--- src/rtl/residual_echo_monitor_pkg.sv ---
// Shared definitions for the residual echo monitor and related monitors.
// Contents: FSM state encoding, default counter width, sample width and a
// two's-complement magnitude helper.
package residual_echo_monitor_pkg;

    localparam int CW_DEFAULT = 13;
    localparam int SAMPLE_W   = 16;

    typedef enum logic [1:0] {
        ST_IDLE   = 2'd0,
        ST_ARMED  = 2'd1,
        ST_ACCUM  = 2'd2,
        ST_REPORT = 2'd3
    } rem_state_t;

    // Magnitude as unsigned: -32768 maps to 32768 (0x8000), which fits in
    // 16 unsigned bits, so no saturation is needed.
    function automatic logic [SAMPLE_W-1:0] abs16(input logic [SAMPLE_W-1:0] x);
        logic [SAMPLE_W-1:0] neg;
        neg = ~x + {{(SAMPLE_W-1){1'b0}}, 1'b1};
        return x[SAMPLE_W-1] ? neg : x;
    endfunction

endpackage

--- src/rtl/residual_echo_monitor_abs_peak.sv ---
// sig16b_abs_peak: combinational |x| of a 16-bit two's-complement sample and
// running-maximum update.
// Ports:
//   sample    in  16  two's-complement sample
//   peak_in   in  16  current running peak (unsigned)
//   abs_val   out 16  |sample| (unsigned)
//   peak_out  out 16  max(peak_in, abs_val)
module sig16b_abs_peak
    import residual_echo_monitor_pkg::*;
(
    input  logic [SAMPLE_W-1:0] sample,
    input  logic [SAMPLE_W-1:0] peak_in,
    output logic [SAMPLE_W-1:0] abs_val,
    output logic [SAMPLE_W-1:0] peak_out
);

    always_comb begin
        abs_val  = abs16(sample);
        peak_out = (abs_val > peak_in) ? abs_val : peak_in;
    end

endmodule

--- src/rtl/residual_echo_monitor.sv ---
// Residual echo monitor: takes one residual sample per sampling cycle,
// accumulates windowed abs-sum / peak and flags convergence once the window
// peak stays at or below threshold for CONV_WINDOWS consecutive windows.
// Ports:
//   clk_operation           in   operation clock
//   rst                     in   synchronous active-high reset
//   enable                  in   monitor runs while high
//   sampling_cycle_counter  in   free-running sample-phase counter (CW bits)
//   sig16b_without_echo     in   residual sample, two's complement
//   threshold               in   unsigned peak limit
//   window_valid            out  one-cycle pulse per completed window
//   window_abs_sum          out  sum of |x| over last window
//   window_mean             out  window_abs_sum >> WIN_LOG2 (truncating)
//   window_peak             out  max |x| over last window
//   quiet_run               out  consecutive quiet windows, saturating
//   converged               out  quiet_run == CONV_WINDOWS
//
// state     | meaning
// ----------+--------------------------------------------------------------
// ST_IDLE   | monitor disabled, partial window and quiet run discarded
// ST_ARMED  | waiting for capture slot with armed flag set
// ST_ACCUM  | fold captured sample into sum/peak, advance sample index
// ST_REPORT | publish window results, update quiet run, clear accumulators
module residual_echo_monitor
    import residual_echo_monitor_pkg::*;
#(
    parameter int CW           = CW_DEFAULT,
    parameter int CAPTURE_SLOT = 3900,
    parameter int WIN_LOG2     = 4,
    parameter int CONV_WINDOWS = 4
) (
    input  logic                         clk_operation,
    input  logic                         rst,
    input  logic                         enable,
    input  logic [CW-1:0]                sampling_cycle_counter,
    input  logic [SAMPLE_W-1:0]          sig16b_without_echo,
    input  logic [SAMPLE_W-1:0]          threshold,
    output logic                         window_valid,
    output logic [SAMPLE_W+WIN_LOG2-1:0] window_abs_sum,
    output logic [SAMPLE_W-1:0]          window_mean,
    output logic [SAMPLE_W-1:0]          window_peak,
    output logic [3:0]                   quiet_run,
    output logic                         converged
);

    localparam int                   SUM_W    = SAMPLE_W + WIN_LOG2;
    localparam logic [CW-1:0]        SLOT     = CW'(CAPTURE_SLOT);
    localparam logic [WIN_LOG2-1:0]  IDX_LAST = '1;
    localparam logic [3:0]           CONV_C   = 4'(CONV_WINDOWS);

    rem_state_t            state_q, state_d;
    logic                  armed_q;
    logic [SAMPLE_W-1:0]   sample_q;
    logic [SUM_W-1:0]      acc_sum;
    logic [SAMPLE_W-1:0]   acc_peak;
    logic [WIN_LOG2-1:0]   idx;

    logic                  do_capture, do_accum, do_report, do_discard;
    logic                  capture_ok;
    logic [SAMPLE_W-1:0]   abs_val, peak_next;
    logic [3:0]            quiet_next;

    sig16b_abs_peak u_abs_peak (
        .sample   (sample_q),
        .peak_in  (acc_peak),
        .abs_val  (abs_val),
        .peak_out (peak_next)
    );

    // Armed flag guarantees one capture per sampling cycle even when the
    // counter skips values or sits past the slot for several clocks.
    assign capture_ok = armed_q && (sampling_cycle_counter >= SLOT);

    always_ff @(posedge clk_operation) begin
        if (rst) state_q <= ST_IDLE;
        else     state_q <= state_d;
    end

    always_comb begin
        state_d    = state_q;
        do_capture = 1'b0;
        do_accum   = 1'b0;
        do_report  = 1'b0;
        do_discard = 1'b0;
        case (state_q)
            ST_IDLE: begin
                if (enable) state_d = ST_ARMED;
                else        do_discard = 1'b1;
            end
            ST_ARMED: begin
                if (!enable) begin
                    state_d    = ST_IDLE;
                    do_discard = 1'b1;
                end else if (capture_ok) begin
                    do_capture = 1'b1;
                    state_d    = ST_ACCUM;
                end
            end
            ST_ACCUM: begin
                if (!enable) begin
                    state_d    = ST_IDLE;
                    do_discard = 1'b1;
                end else begin
                    do_accum = 1'b1;
                    state_d  = (idx == IDX_LAST) ? ST_REPORT : ST_ARMED;
                end
            end
            ST_REPORT: begin
                // A report in flight always completes, even if enable fell.
                do_report = 1'b1;
                state_d   = enable ? ST_ARMED : ST_IDLE;
            end
            default: state_d = ST_IDLE;
        endcase
    end

    always_comb begin
        quiet_next = 4'd0;
        if (acc_peak <= threshold)
            quiet_next = (quiet_run < CONV_C) ? quiet_run + 4'd1 : CONV_C;
    end

    always_ff @(posedge clk_operation) begin
        if (rst) begin
            armed_q        <= 1'b0;
            sample_q       <= '0;
            acc_sum        <= '0;
            acc_peak       <= '0;
            idx            <= '0;
            window_valid   <= 1'b0;
            window_abs_sum <= '0;
            window_mean    <= '0;
            window_peak    <= '0;
            quiet_run      <= '0;
            converged      <= 1'b0;
        end else begin
            window_valid <= do_report;

            if (sampling_cycle_counter < SLOT) armed_q <= 1'b1;
            else if (do_capture)               armed_q <= 1'b0;

            if (do_capture) sample_q <= sig16b_without_echo;

            if (do_accum) begin
                acc_sum  <= acc_sum + SUM_W'(abs_val);
                acc_peak <= peak_next;
                idx      <= idx + 1'b1;
            end

            if (do_report) begin
                window_abs_sum <= acc_sum;
                window_mean    <= acc_sum[SUM_W-1:WIN_LOG2];
                window_peak    <= acc_peak;
                quiet_run      <= quiet_next;
                converged      <= (quiet_next == CONV_C);
                acc_sum        <= '0;
                acc_peak       <= '0;
                idx            <= '0;
            end

            if (do_discard) begin
                acc_sum   <= '0;
                acc_peak  <= '0;
                idx       <= '0;
                quiet_run <= '0;
                converged <= 1'b0;
            end
        end
    end

endmodule

--- config.mk ---
export PLATFORM = sky130hd
export DESIGN_NAME = residual_echo_monitor
export DESIGN_NICKNAME = d
export VERILOG_FILES = /design/src/rtl/residual_echo_monitor_pkg.sv /design/src/rtl/residual_echo_monitor_abs_peak.sv /design/src/rtl/residual_echo_monitor.sv
export SDC_FILE = /design/constraint.sdc
export NUM_CORES = 1
export LEC_CHECK = 0
export CORE_ASPECT_RATIO = 1.25
export CORE_MARGIN = 3
export CORE_UTILIZATION = 48
export CTS_BUF_LIST = sky130_fd_sc_hd__clkbuf_8 sky130_fd_sc_hd__clkbuf_16
export CTS_CLUSTER_SIZE = 14
export DETAILED_ROUTE_END_ITERATION = 10
export PLACE_DENSITY = 0.88
export SETUP_SLACK_MARGIN = 0.05
export SLEW_MARGIN = 25
export SYNTH_ARGS = -nofsm -noshare
export SYNTH_HDL_FRONTEND = slang
export SYNTH_SLANG_ARGS = --single-unit
--- constraint.sdc ---
create_clock -name clk_operation -period 3.5 [get_ports clk_operation]
set_input_delay 0.525 -clock clk_operation [delete_from_list [all_inputs] [get_ports clk_operation]]
set_output_delay 0.525 -clock clk_operation [all_outputs]
set_load 0.02 [all_outputs]
[Word level (Yosys, flattened, before mapping)]
Cells that the tools add are included.
Storage, ports and cells
  bits in registers: 117
  output and inout bits: 58
  word-level logic and storage cells: 57
Operators by class
  $add $sub $neg: 4
  $lt $le $gt $ge: 5
  equal/unequal tests: 7
  multiplexer cells: 20
  bitwise operators: 1
  reduce and logical (&&, ||, !) cells: 8
Operators with widths (number)
  $add A20 B16 Y20: 1
  $add A16 B1 Y16 const B: 1
  $gt A16 B16 Y1: 1
  $le A16 B16 Y1: 1
  $mux W16: 1
  $not A16 Y16: 1
  $ge A13 B12 Y1 const B: 1
  $lt A13 B12 Y1 const B: 1
  $mux W1: 11
  $mux W2: 5
  $add A4 B1 Y4 const B: 2
  $mux W4: 2
  $pmux W2 S4: 1
  $reduce_or A3 Y1: 2
  $eq A2 B2 Y1 const B: 2
  $eq A4 B3 Y1 const B: 1
  $eq A4 B4 Y1 const B: 1
  $lt A4 B3 Y1 const B: 1
  $reduce_and A2 Y1: 2
  $ne A3 B3 Y1 const B: 1
  $eq A2 B1 Y1 const B: 1
  $logic_not A2 Y1: 1
  $ne A2 B2 Y1 const B: 1
  $reduce_bool A2 Y1: 1
  other kinds (2): 2

[Logic depth before layout (Yosys ltp)]
Gate-level depths: netlist of run 1.
  depth after elaboration: 7
  gate-level depth with buffers: 14
  mapped depth without buffers: 12

[Cells and area by module]
A second synthesis of run 1 with hierarchy kept.
Second synthesis, totals
  cells, all modules: 814
  area total of the unflattened synthesis: 6302.3 µm²
By module, submodules not included
  residual_echo_monitor: instances 1, cells an instance 614, area an instance 4972.3 µm²
  sig16b_abs_peak: instances 1, cells an instance 200, area an instance 1330.0 µm²

[Worst setup path before layout of run 1]
Ideal clock, no wire load.
  kind: register to register
  start: register sample_q[6]
  end: register acc_peak[12]
  library setup time: 0.132 ns
  arrival: 3.252 ns
  slack: 0.116 ns
  stages on the path, launching flop included: 14
  buffers on the path: 2
  period minus slack after synthesis: 3.384 ns
  path through: dfxtp_1 > or4_4 > or3_4 > o41ai_4 > xnor2_1 > ha_1 > nand4_1 > nor4_1 > o21ai_0 > and4_1 > clkbuf_1 > buf_2 > nor3_1 > nor3_1
Between the ends
  word-level cells in the longest chain between the ends: 5
RTL lines
  from (decl): RTL line residual_echo_monitor.sv:53  | logic [SAMPLE_W-1:0] sample_q;
  from (signal assigned): RTL line residual_echo_monitor.sv:142  | if (do_capture) sample_q <= sig16b_without_echo;
  $not A16 Y16: RTL line residual_echo_monitor_pkg.sv:20  | neg = ~x + {{(SAMPLE_W-1){1'b0}}, 1'b1};
  $add A16 B1 Y16: RTL line residual_echo_monitor_pkg.sv:20
  $mux W16: RTL line residual_echo_monitor_pkg.sv:21  | return x[SAMPLE_W-1] ? neg : x;
  net abs_val[14]: RTL line residual_echo_monitor.sv:60  | logic [SAMPLE_W-1:0] abs_val, peak_next;
  $gt A16 B16 Y1: RTL line residual_echo_monitor_abs_peak.sv:19  | peak_out = (abs_val > peak_in) ? abs_val : peak_in;
  $reduce_and A2 Y1 (no source line)
  to (signal assigned): RTL line residual_echo_monitor.sv:146  | acc_peak <= peak_next;
  to (decl): RTL line residual_echo_monitor.sv:55  | logic [SAMPLE_W-1:0] acc_peak;
The timed path passes the listed nets, and every way through them passes these cells.
A chain may end at the register's enable or synchronous reset.

[Worst setup path in the final report of run 1]
  start: register sample_q[8]
  end: register acc_peak[2]
The elaborated chain is that of the path after synthesis.

==> flow_metrics.env, run 1 <==
export IMPL_status="complete, but fails checks"
export IMPL_violations="setup timing"
export IMPL_clkSinkCount=101
export IMPL_wl_per_cell_um=16.8
export IMPL_comb_power_share=0.088
export IMPL_skew_ns=0.00721
export IMPL_synth_cells=713
export IMPL_hpwl_um=10900
export IMPL_final_area_um2=7580
export IMPL_hold_violations=0
export IMPL_hp_start="window_peak[15]"
export IMPL_die_area_um2=13300
export IMPL_grt_max_degree=47
export IMPL_grt_pass1_vias=5114
export IMPL_root_buffer="clkbuf_16"
export IMPL_synth_area_per_cell_um2=8.04
export IMPL_maxSlewHeadroom=0.529
export IMPL_ys_warn_count=0
export IMPL_syn_nets=814
export IMPL_cp_end_kind="flop"
export IMPL_period_minus_slack_ns=3.56
export IMPL_htree_levels=3
export IMPL_via_count=5670
export IMPL_antenna_found_initial=0
export IMPL_clk_pin_slew_ns=0.07
export IMPL_synth_edf_count=0
export IMPL_hold_path_endpoint="window_peak[15]"
export IMPL_crit_path_start_kind="flop"
export IMPL_async_flop_share=0
export IMPL_wl_um=16600
export IMPL_drive_above_1_share=0.134
export IMPL_vias_per_cell=5.76
export IMPL_num_antenna_cells=0
export IMPL_fin_ws_ns=-0.0563
export IMPL_switching_share=0.230
export IMPL_area_delta_synth_final_pct=32.2
export IMPL_drv_cap=0
export IMPL_utilization=0.650
export IMPL_p_int_w=0.00181
export IMPL_fin_crit_sh=1.02
export IMPL_grt_overflow=0
export IMPL_cp_max_fo=6
export IMPL_arrival_ns=3.82
export IMPL_dr_pass1_iters=5
export IMPL_synth_ff_type="dfxtp_1"
export IMPL_p_per_area_nw_per_um2=310
export IMPL_path_class="flop to flop"
export IMPL_clockBufferDepth=2
export IMPL_ios=106
export IMPL_reg2reg_depth=12
export IMPL_ys_ff_latch=101
export IMPL_setup_violations=9
export IMPL_ir_worst_vdd_uv=219
export IMPL_total_power_w=0.00235
export IMPL_rows=44
export IMPL_hold_class="flop to flop"
export IMPL_die_height_um=128
export IMPL_max_freq_mhz=281
export IMPL_start_util=0.491
export IMPL_final_cell_mix="nand2_1 (113), clkdlybuf4s50_1 (102), dfxtp_1 (100)"
export IMPL_fin_nets=919
export IMPL_crit_required_ns=3.76
export IMPL_seq_area_frac_synth=0.353
export IMPL_cts_hold_buf=0
export IMPL_p_sw_w=0.000542
export IMPL_seq_power_share=0.491
export IMPL_place_congestion=0.949
export IMPL_drtIter0Drc=476
export IMPL_placed_cell_area_um2=6960
export IMPL_hold_depth=2
export IMPL_io_buffers=103
export IMPL_timing_rr_start="sample_q[8]"
export IMPL_rsz0062_at_grt="true"
export IMPL_drc=0
export IMPL_grt_pass1_wl_um=24000
export IMPL_grt_usage=0.219
export IMPL_cts_tree="done"
export IMPL_fp_dieW_um=104
export IMPL_worst_slew_pin_slew_ns=0.704
export IMPL_layoutNonFillerInstCount=984
export IMPL_cp_startpoint="sample_q[8]"
export IMPL_place_inst=960
export IMPL_clkLatencyLatePin_ns=0.35
export IMPL_maxSlewViolCount=0
export IMPL_synth_cell_types=59
export IMPL_p_leak_nw=3.16
export IMPL_final_common_cell="nand2_1"
export IMPL_hold_worst_slack_ns=0.453
export IMPL_netlist_area_um2=5740
export IMPL_clockPowerShare=0.421
export IMPL_core_um2=11700
export IMPL_rr_endpoint="acc_peak[2]"
export IMPL_rrSetupSlack_ns=-0.06
export IMPL_postRouteAntennaNets=0
export IMPL_cts_buffers=9
## worst max-delay path, stage by stage (launching register included)
cell and delay, ns:
dfxtp_2 0.32, or4_4 0.56, or3_4 0.38, o41ai_4 0.38
xnor2_2 0.14, ha_1 0.33, nand4_1 0.12, nor4_2 0.35
o21ai_1 0.16, nand4_1 0.25, buf_6 0.17, a21oi_1 0.08
nor3_1 0.23
## flip-flops by register name, summed over array words and instances, names as in the netlist
register	flops
sample_q	16
acc_sum	20
idx	4
window_peak	16
converged	1
quiet_run	4
acc_peak	16
window_abs_sum	20
state_q	2
window_valid	1
armed_q	1
## how the worst max path moves through the flow
stage | end | slack (ns) | depth (start not counted)
after floorplan | acc_peak[12] | 0.12 | 13
after global placement | acc_peak[6] | 0.15 | 12
after detailed placement | acc_peak[9] | 0.07 | 12
after CTS | acc_peak[10] | 0.07 | 13
after global routing | acc_peak[8] | -0.22 | 12
final | acc_peak[2] | -0.06 | 12
## timing repair
item	in CTS	in global routing
gates cloned	0	1
pin swaps	0	30
endpoints found under the setup margin	4	22
buffers inserted	0	8
resized for setup	3	62
## per-stage QoR
stage | setup WS, ns | TNS (ns)
after floorplan | 0.116 | 0
after CTS | 0.0669 | 0
final | -0.0563 | -0.306
after detailed placement | 0.0669 | 0
after global placement | 0.148 | 0
after global routing | -0.219 | -2.23
## kinds of logic after synthesis
| group | count (synthesis) | share of synthesized area |
|---|---|---|
| and+or+nand+nor | 251 | 0.203 |
| adders and majority gates | 53 | 0.117 |
| muxes | 18 | 0.0316 |
| xor gates and xnor gates | 28 | 0.0428 |
| DFF | 101 | 0.353 |
| buffers and inverters | 91 | 0.0720 |
| AOI/OAI and AO/OA | 171 | 0.181 |
## power by group through the flow
stage	clock network, W	logic, W	registers, W
CTS	0.000997	0.000168	0.00116
global route	0.00103	0.000220	0.00116
floorplan	0	0.0000790	0.00118
global placement	0	0.000163	0.00118
finish	0.000992	0.000206	0.00116
detailed placement	0	0.000165	0.00118
## synthesized netlist by cell type (4+ instances only)
cell type	instances	area, um2
nand2b_1	6	37.5
buf_1	9	33.8
nand4_1	12	75.1
o21ai_0	28	140
and3_1	6	37.5
clkbuf_1	24	90.1
a21o_1	7	52.6
o41ai_1	5	43.8
inv_1	38	143
a22o_1	5	43.8
xnor2_1	20	175
buf_4	16	120
mux2i_1	17	170
xor2_1	8	70.1
a21oi_1	91	455
dfxtp_1	101	2020
nand2_1	113	424
nand3_1	9	45.0
o21a_1	5	37.5
nor4_1	4	25.0
and2_1	4	25.0
ha_1	52	651
nor2_1	41	154
nor3_1	34	170
## area by class of cell
type                    count  area, um2
clock buffers              13        280
clock inverters             3       18.8
fillers                   906       4090
inverters                  38        145
multi-input cells         521       3530
flip-flops and latches    101       2020
well taps                 161        201
repair buffers            147       1390
## layer usage
metal | vias to the layer above | part of all wire | track usage | wire length [um]
met5 | - | 0 | 0 | 0
met4 | 0 | 0.050 | 0.0955 | 831
met1 | 2621 | 0.40 | 0.265 | 6570
met2 | 289 | 0.49 | 0.386 | 8090
li1 | 2681 | - | - | -
met3 | 79 | 0.065 | 0.0358 | 1080
Power figures use the tool's default switching activity.
==> run 2, diff against run 1 <==
- CORE_UTILIZATION: 48 -> 40
- PLACE_DENSITY: 0.88 -> 0.77
- clock period: 3.5 -> 3 ns (I/O delays scaled with it)
==> flow_metrics.env, run 2 (same netlist as run 1, synthesis figures left out) <==
export IMPL_status="complete, but fails checks"
export IMPL_cts_buffers=9
export IMPL_antenna_found_initial=0
export IMPL_max_freq_mhz=301
export IMPL_seq_power_share=0.468
export IMPL_total_power_w=0.00288
export IMPL_rsz0062_at_grt="true"
export IMPL_grt_usage=0.203
export IMPL_dr_pass1_iters=5
export IMPL_crit_required_ns=3.26
export IMPL_grt_pass1_vias=5385
export IMPL_hpwl_um=11600
export IMPL_p_per_area_nw_per_um2=346
export IMPL_via_count=5749
export IMPL_final_setup_tns_ns=-5.27
export IMPL_final_common_cell="nand2_1"
export IMPL_reg_top3="acc_sum x20, window_abs_sum x20"
export IMPL_vias_per_cell=5.50
export IMPL_skew_ns=0.0100
export IMPL_p_int_w=0.00223
export IMPL_maxSlewHeadroom=0.459
export IMPL_clockPowerShare=0.450
export IMPL_setup_violations=25
export IMPL_drive_above_1_share=0.217
export IMPL_die_area_um2=15800
export IMPL_switching_share=0.224
export IMPL_hold_violations=0
export IMPL_p_leak_nw=3.49
export IMPL_start_util=0.412
export IMPL_violations="setup timing"
export IMPL_cp_max_fo=6
export IMPL_comb_power_share=0.082
export IMPL_grt_pass1_wl_um=26500
export IMPL_area_delta_synth_final_pct=44.9
export IMPL_fp_dieW_um=113
export IMPL_cts_tree="done"
export IMPL_fin_nets=967
export IMPL_ir_worst_vdd_uv=267
export IMPL_crit_path_start_kind="flop"
export IMPL_clkSinkCount=101
export IMPL_die_height_um=140
export IMPL_grt_overflow=0
export IMPL_wl_um=17300
export IMPL_clkLatencyLatePin_ns=0.36
export IMPL_drc=0
export IMPL_root_buffer="clkbuf_16"
export IMPL_core_um2=13900
export IMPL_worst_slew_pin_slew_ns=0.809
export IMPL_drv_cap=0
export IMPL_num_antenna_cells=0
export IMPL_cp_end_kind="flop"
export IMPL_arrival_ns=3.59
export IMPL_ios=106
export IMPL_maxSlewViolCount=0
export IMPL_htree_levels=3
export IMPL_fin_ws_ns=-0.325
export IMPL_io_buffers=103
export IMPL_clockBufferDepth=2
export IMPL_grt_max_degree=29
export IMPL_final_cell_mix="nand2_1 (112), clkdlybuf4s50_1 (102), dfxtp_1 (98)"
export IMPL_path_class="flop to flop"
export IMPL_hold_class="flop to flop"
export IMPL_drtIter0Drc=406
export IMPL_place_congestion=0.910
export IMPL_wl_per_cell_um=16.6
export IMPL_fin_crit_sh=1.11
export IMPL_p_sw_w=0.000643
export IMPL_period_minus_slack_ns=3.32
export IMPL_postRouteAntennaNets=0
export IMPL_rows=48
export IMPL_clk_pin_slew_ns=0.07
export IMPL_cts_hold_buf=0
==> run 2: cell count changes in the layout (fill, tap and decap cells not counted), sizes merged <==
cell | before | now
clkinvlp | 2 | 0
clkbuf | 13 | 11
buf | 45 | 93
clkinv | 0 | 2
bufinv | 0 | 2
==> run 2: cell type report <==
class                      instances  area [um2]
timing repair buffer             195        1790
clock buffer                      11         253
inverter                          38         143
sequential                       101        2030
tap                              175         219
fill                            1126        5620
multi-input combinational        521        3810
clock inverter                     5        73.8
==> run 2: metal layers <==
| layer | GRT usage | vias up | wire length, um |
|---|---|---|---|
| met1 | 0.250 | 2717 | 7100 |
| met3 | 0.0287 | 40 | 932 |
| met5 | 0 | - | 0 |
| li1 | - | 2783 | - |
| met2 | 0.354 | 209 | 8670 |
| met4 | 0.0829 | 0 | 614 |
==> run 2: power by group through the flow <==
stage,clock (W),combinational (W),sequential (W)
after global routing,0.00137,0.000251,0.00135
after CTS,0.00130,0.000225,0.00135
after global placement,0,0.000207,0.00138
final,0.00129,0.000236,0.00135
after floorplan,0,0.000105,0.00138
after detailed placement,0,0.000211,0.00138
==> run 2: through the flow <==
step,setup WS [ns],utilization,instances,hold slack [ns],instance area (um2)
4_1_cts,-0.216,0.574,1042,0.457,8000
6_report,-0.325,0.597,1046,0.454,8310
5_1_grt,-0.472,0.597,1046,0.473,8310
3_5_place_dp,-0.234,0.530,1018,0.448,7380
2_1_floorplan,-0.128,-,713,0.440,5830
3_3_place_gp,-0.205,0.530,1018,0.443,7380
==> run 2: worst paths after layout <==
| kind | startpoint | endpoint | slack, ns | depth (start not counted) |
|---|---|---|---|---|
| max | sample_q[9] | acc_peak[1] | -0.32 | 13 |
| min | window_peak[14] | window_peak[14] | 0.45 | 2 |
| max reg2reg | sample_q[9] | acc_peak[1] | -0.32 | 13 |
| min reg2reg | window_peak[14] | window_peak[14] | 0.45 | 2 |
==> run 2: repair_timing <==
action,in CTS,in global routing
cloned,1,0
hold endpoints to repair,0,0
setup buffers,8,5
setup endpoints to repair,26,28
pin swaps,18,14
resized for setup,51,46
==> run 2: critical path, stage by stage, from the launching register on <==
cell,delay [ns]
dfxtp_2,0.33
or4_4,0.55
or3_4,0.38
o41ai_4,0.23
xnor2_1,0.13
ha_1,0.32
nand4_1,0.13
nor4_2,0.32
inv_1,0.12
buf_6,0.13
o21ai_4,0.17
buf_6,0.17
nor3_2,0.06
nor3_1,0.19
==> run 3, diff against run 2 <==
- CORE_MARGIN: 3 -> 2
- PLACE_DENSITY: 0.77 -> 0.76
- SYNTH_HIERARCHICAL: default -> 1
==> flow_metrics.env, run 3 <==
export IMPL_pre_cts_slack_ns=-0.274
export IMPL_wl_um=18100
export IMPL_final_common_cell="nand2_1"
export IMPL_drv_cap=0
export IMPL_top_layer="met4"
export IMPL_hold_path_endpoint="window_peak[1]"
export IMPL_postRouteAntennaNets=0
export IMPL_crit_path_frequent_cell="buf_6"
export IMPL_crit_path_start_kind="flop"
export IMPL_comb_power_share=0.121
export IMPL_fp_dieW_um=116
export IMPL_grt_max_degree=41
export IMPL_fillers=1378
export IMPL_clockBufferDepth=2
export IMPL_clkLatencyLatePin_ns=0.35
export IMPL_crit_path_top_delay_cell="or4_4"
export IMPL_synthTopCellsByArea="dfxtp_1 (32%), ha_1 (10%), nand2_1 (8.8%), a21oi_1 (8.3%), nor2_1 (3.4%)"
export IMPL_reg_top3="acc_sum x20, window_abs_sum x20"
export IMPL_io_buffers=103
export IMPL_hold_worst_slack_ns=0.453
export IMPL_violations="setup timing"
export IMPL_critPathTopFamily="simple AND/OR/NAND/NOR gates"
export IMPL_rows=51
export IMPL_place_inst=1154
export IMPL_die_height_um=144
export IMPL_cp_max_fo=11
export IMPL_drive_above_1_share=0.192
export IMPL_grt_pass1_vias=6254
export IMPL_synth_top_cell_by_area="dfxtp_1"
export IMPL_synth_ff_type="dfxtp_1"
export IMPL_crit_chain="or4_4 -> o41ai_4 -> xnor2_2 -> ha_1 -> nand4_4 -> buf_6 -> nor4_4 -> o21a_2 -> buf_6 -> buf_4 -> o31ai_1 -> a21oi_2 -> nand2_1 -> a21oi_1"
export IMPL_core_um2=15500
export IMPL_crit_required_ns=3.29
export IMPL_synth_top_area_share=0.321
export IMPL_clkSinkCount=101
export IMPL_p_sw_w=0.000749
export IMPL_fin_crit_sh=1.08
export IMPL_place_congestion=0.945
export IMPL_cts_buffers=9
export IMPL_multi_input_area_um2=4160
export IMPL_synth_cells=814
export IMPL_rrSetupSlack_ns=-0.23
export IMPL_drtIter0Drc=316
export IMPL_status="complete, but fails checks"
export IMPL_area_delta_synth_final_pct=38.5
export IMPL_hpwl_um=13000
export IMPL_switching_share=0.248
export IMPL_fin_ws_ns=-0.235
export IMPL_critPathBufInv=3
export IMPL_async_flop_share=0
export IMPL_hold_violations=0
export IMPL_netlist_top_cells_count="nand2_1 (148), a21oi_1 (104), dfxtp_1 (101)"
export IMPL_root_buffer="clkbuf_16"
export IMPL_hold_class="flop to flop"
export IMPL_drc=0
export IMPL_critical_path_max_stage_delay_ns=0.63
export IMPL_final_setup_tns_ns=-3.26
export IMPL_met1_length_um=7400
export IMPL_die_area_um2=16800
export IMPL_synth_most_common_cell="nand2_1"
export IMPL_seq_area_frac_synth=0.321
export IMPL_maxSlewHeadroom=0.584
export IMPL_synth_cell_types=63
export IMPL_ys_ff_latch=101
export IMPL_skew_ns=0.00862
export IMPL_rr_endpoint="acc_peak[11]"
export IMPL_synth_area_per_cell_um2=7.74
export IMPL_arrival_ns=3.52
export IMPL_cp_end_kind="flop"
export IMPL_hold_depth=2
export IMPL_grt_overflow=0
export IMPL_syn_nets=914
export IMPL_clk_pin_slew_ns=0.07
export IMPL_ios=106
export IMPL_final_cell_mix="nand2_1 (146), clkdlybuf4s50_1 (102), dfxtp_1 (98)"
export IMPL_total_power_w=0.00302
export IMPL_netlist_area_um2=6300
export IMPL_fin_nets=1062
export IMPL_grt_usage=0.219
export IMPL_worst_slew_pin_slew_ns=0.625
export IMPL_synth_edf_count=0
export IMPL_p_per_area_nw_per_um2=346
export IMPL_antenna_found_initial=0
export IMPL_ys_warn_count=6
export IMPL_hp_start="window_peak[1]"
export IMPL_max_freq_mhz=309
export IMPL_cts_tree="done"
export IMPL_vias_per_cell=5.40
export IMPL_ir_worst_vdd_uv=248
export IMPL_via_count=6364
export IMPL_rsz0062_at_grt="true"
export IMPL_timing_rr_start="sample_q[9]"
export IMPL_start_util=0.406
export IMPL_period_minus_slack_ns=3.23
export IMPL_wl_met2_um=9480
export IMPL_path_class="flop to flop"
export IMPL_seqCellArea_um2=2030
export IMPL_reg2reg_depth=14
export IMPL_wl_met3_um=792
export IMPL_p_int_w=0.00227
export IMPL_htree_levels=3
export IMPL_seq_power_share=0.446
export IMPL_dr_pass1_iters=5
export IMPL_grt_pass1_wl_um=29400
export IMPL_maxSlewViolCount=0
export IMPL_num_antenna_cells=0
export IMPL_clockPowerShare=0.433
export IMPL_wl_per_cell_um=15.4
export IMPL_layoutNonFillerInstCount=1179
export IMPL_setup_violations=21
export IMPL_p_leak_nw=3.80
==> run 3: how the worst max path moves through the flow <==
stage	start	endpoint	slack [ns]	cells after the start
floorplan	sample_q[9]	acc_peak[11]	-0.24	15
global placement	sample_q[9]	acc_peak[15]	-0.21	12
detailed placement	sample_q[9]	acc_sum[17]	-0.27	11
CTS	sample_q[8]	acc_peak[1]	-0.15	13
global route	sample_q[9]	acc_peak[15]	-0.40	13
finish	sample_q[9]	acc_peak[11]	-0.23	14
==> run 3: power by group through the flow <==
stage / Sequential [W] / Combinational [W] / Clock (W)
floorplan: 0.00138 / 0.000194 / 0
global placement: 0.00138 / 0.000322 / 0
detailed placement: 0.00138 / 0.000326 / 0
CTS: 0.00135 / 0.000349 / 0.00132
global route: 0.00135 / 0.000398 / 0.00138
finish: 0.00135 / 0.000366 / 0.00131
==> run 3: kinds of logic (layout without fill, tap and decap cells) <==
family | after synthesis | after routing | synth area share
AOI/OAI and AO/OA | 195 | 195 | 0.194
xor gates and xnor gates | 21 | 21 | 0.0292
adders and majority gates | 52 | 52 | 0.104
buffers and inverters | 102 | 255 | 0.0766
DFF | 101 | 101 | 0.321
muxes | 21 | 21 | 0.0334
and+or+nand+nor | 322 | 322 | 0.242
==> run 3: what timing repair did <==
item | CTS | global route
endpoints found under the setup margin | 27 | 28
hold buffers | 0 | 0
pin swaps | 14 | 17
buffers inserted | 5 | 4
gates resized for setup | 38 | 28
==> run 3: cell type report <==
cell class	count	share of cell area
Timing Repair Buffer	200	0.206
Clock inverter	7	0.0122
Sequential cell	101	0.232
Clock buffer	9	0.0258
Inverter	39	0.0168
Tap cell	212	0.0304
Multi-Input combinational cell	611	0.477
==> run 3: worst register-to-register path, cell delays in order (launching register included) <==
cell     delay, ns
dfxtp_2       0.32
or4_4         0.63
o41ai_4       0.43
xnor2_2       0.12
ha_1          0.36
nand4_4       0.12
buf_6         0.14
nor4_4        0.20
o21a_2        0.24
buf_6         0.15
buf_4         0.11
o31ai_1       0.07
a21oi_2       0.10
nand2_1       0.05
a21oi_1       0.11
==> run 3: stage by stage <==
step / area (um2) / utilization
floorplan: 6360 / -
detailed placement: 7960 / 0.514
CTS: 8520 / 0.550
finish: 8730 / 0.563
global route: 8730 / 0.563
global placement: 7960 / 0.514
==> run 3: routing by layer <==
| metal | vias to the layer above | track usage |
|---|---|---|
| met2 | 192 | 0.407 |
| met5 | - | 0 |
| met1 | 3004 | 0.249 |
| li1 | 3133 | - |
| met4 | 0 | 0.0846 |
| met3 | 35 | 0.0310 |
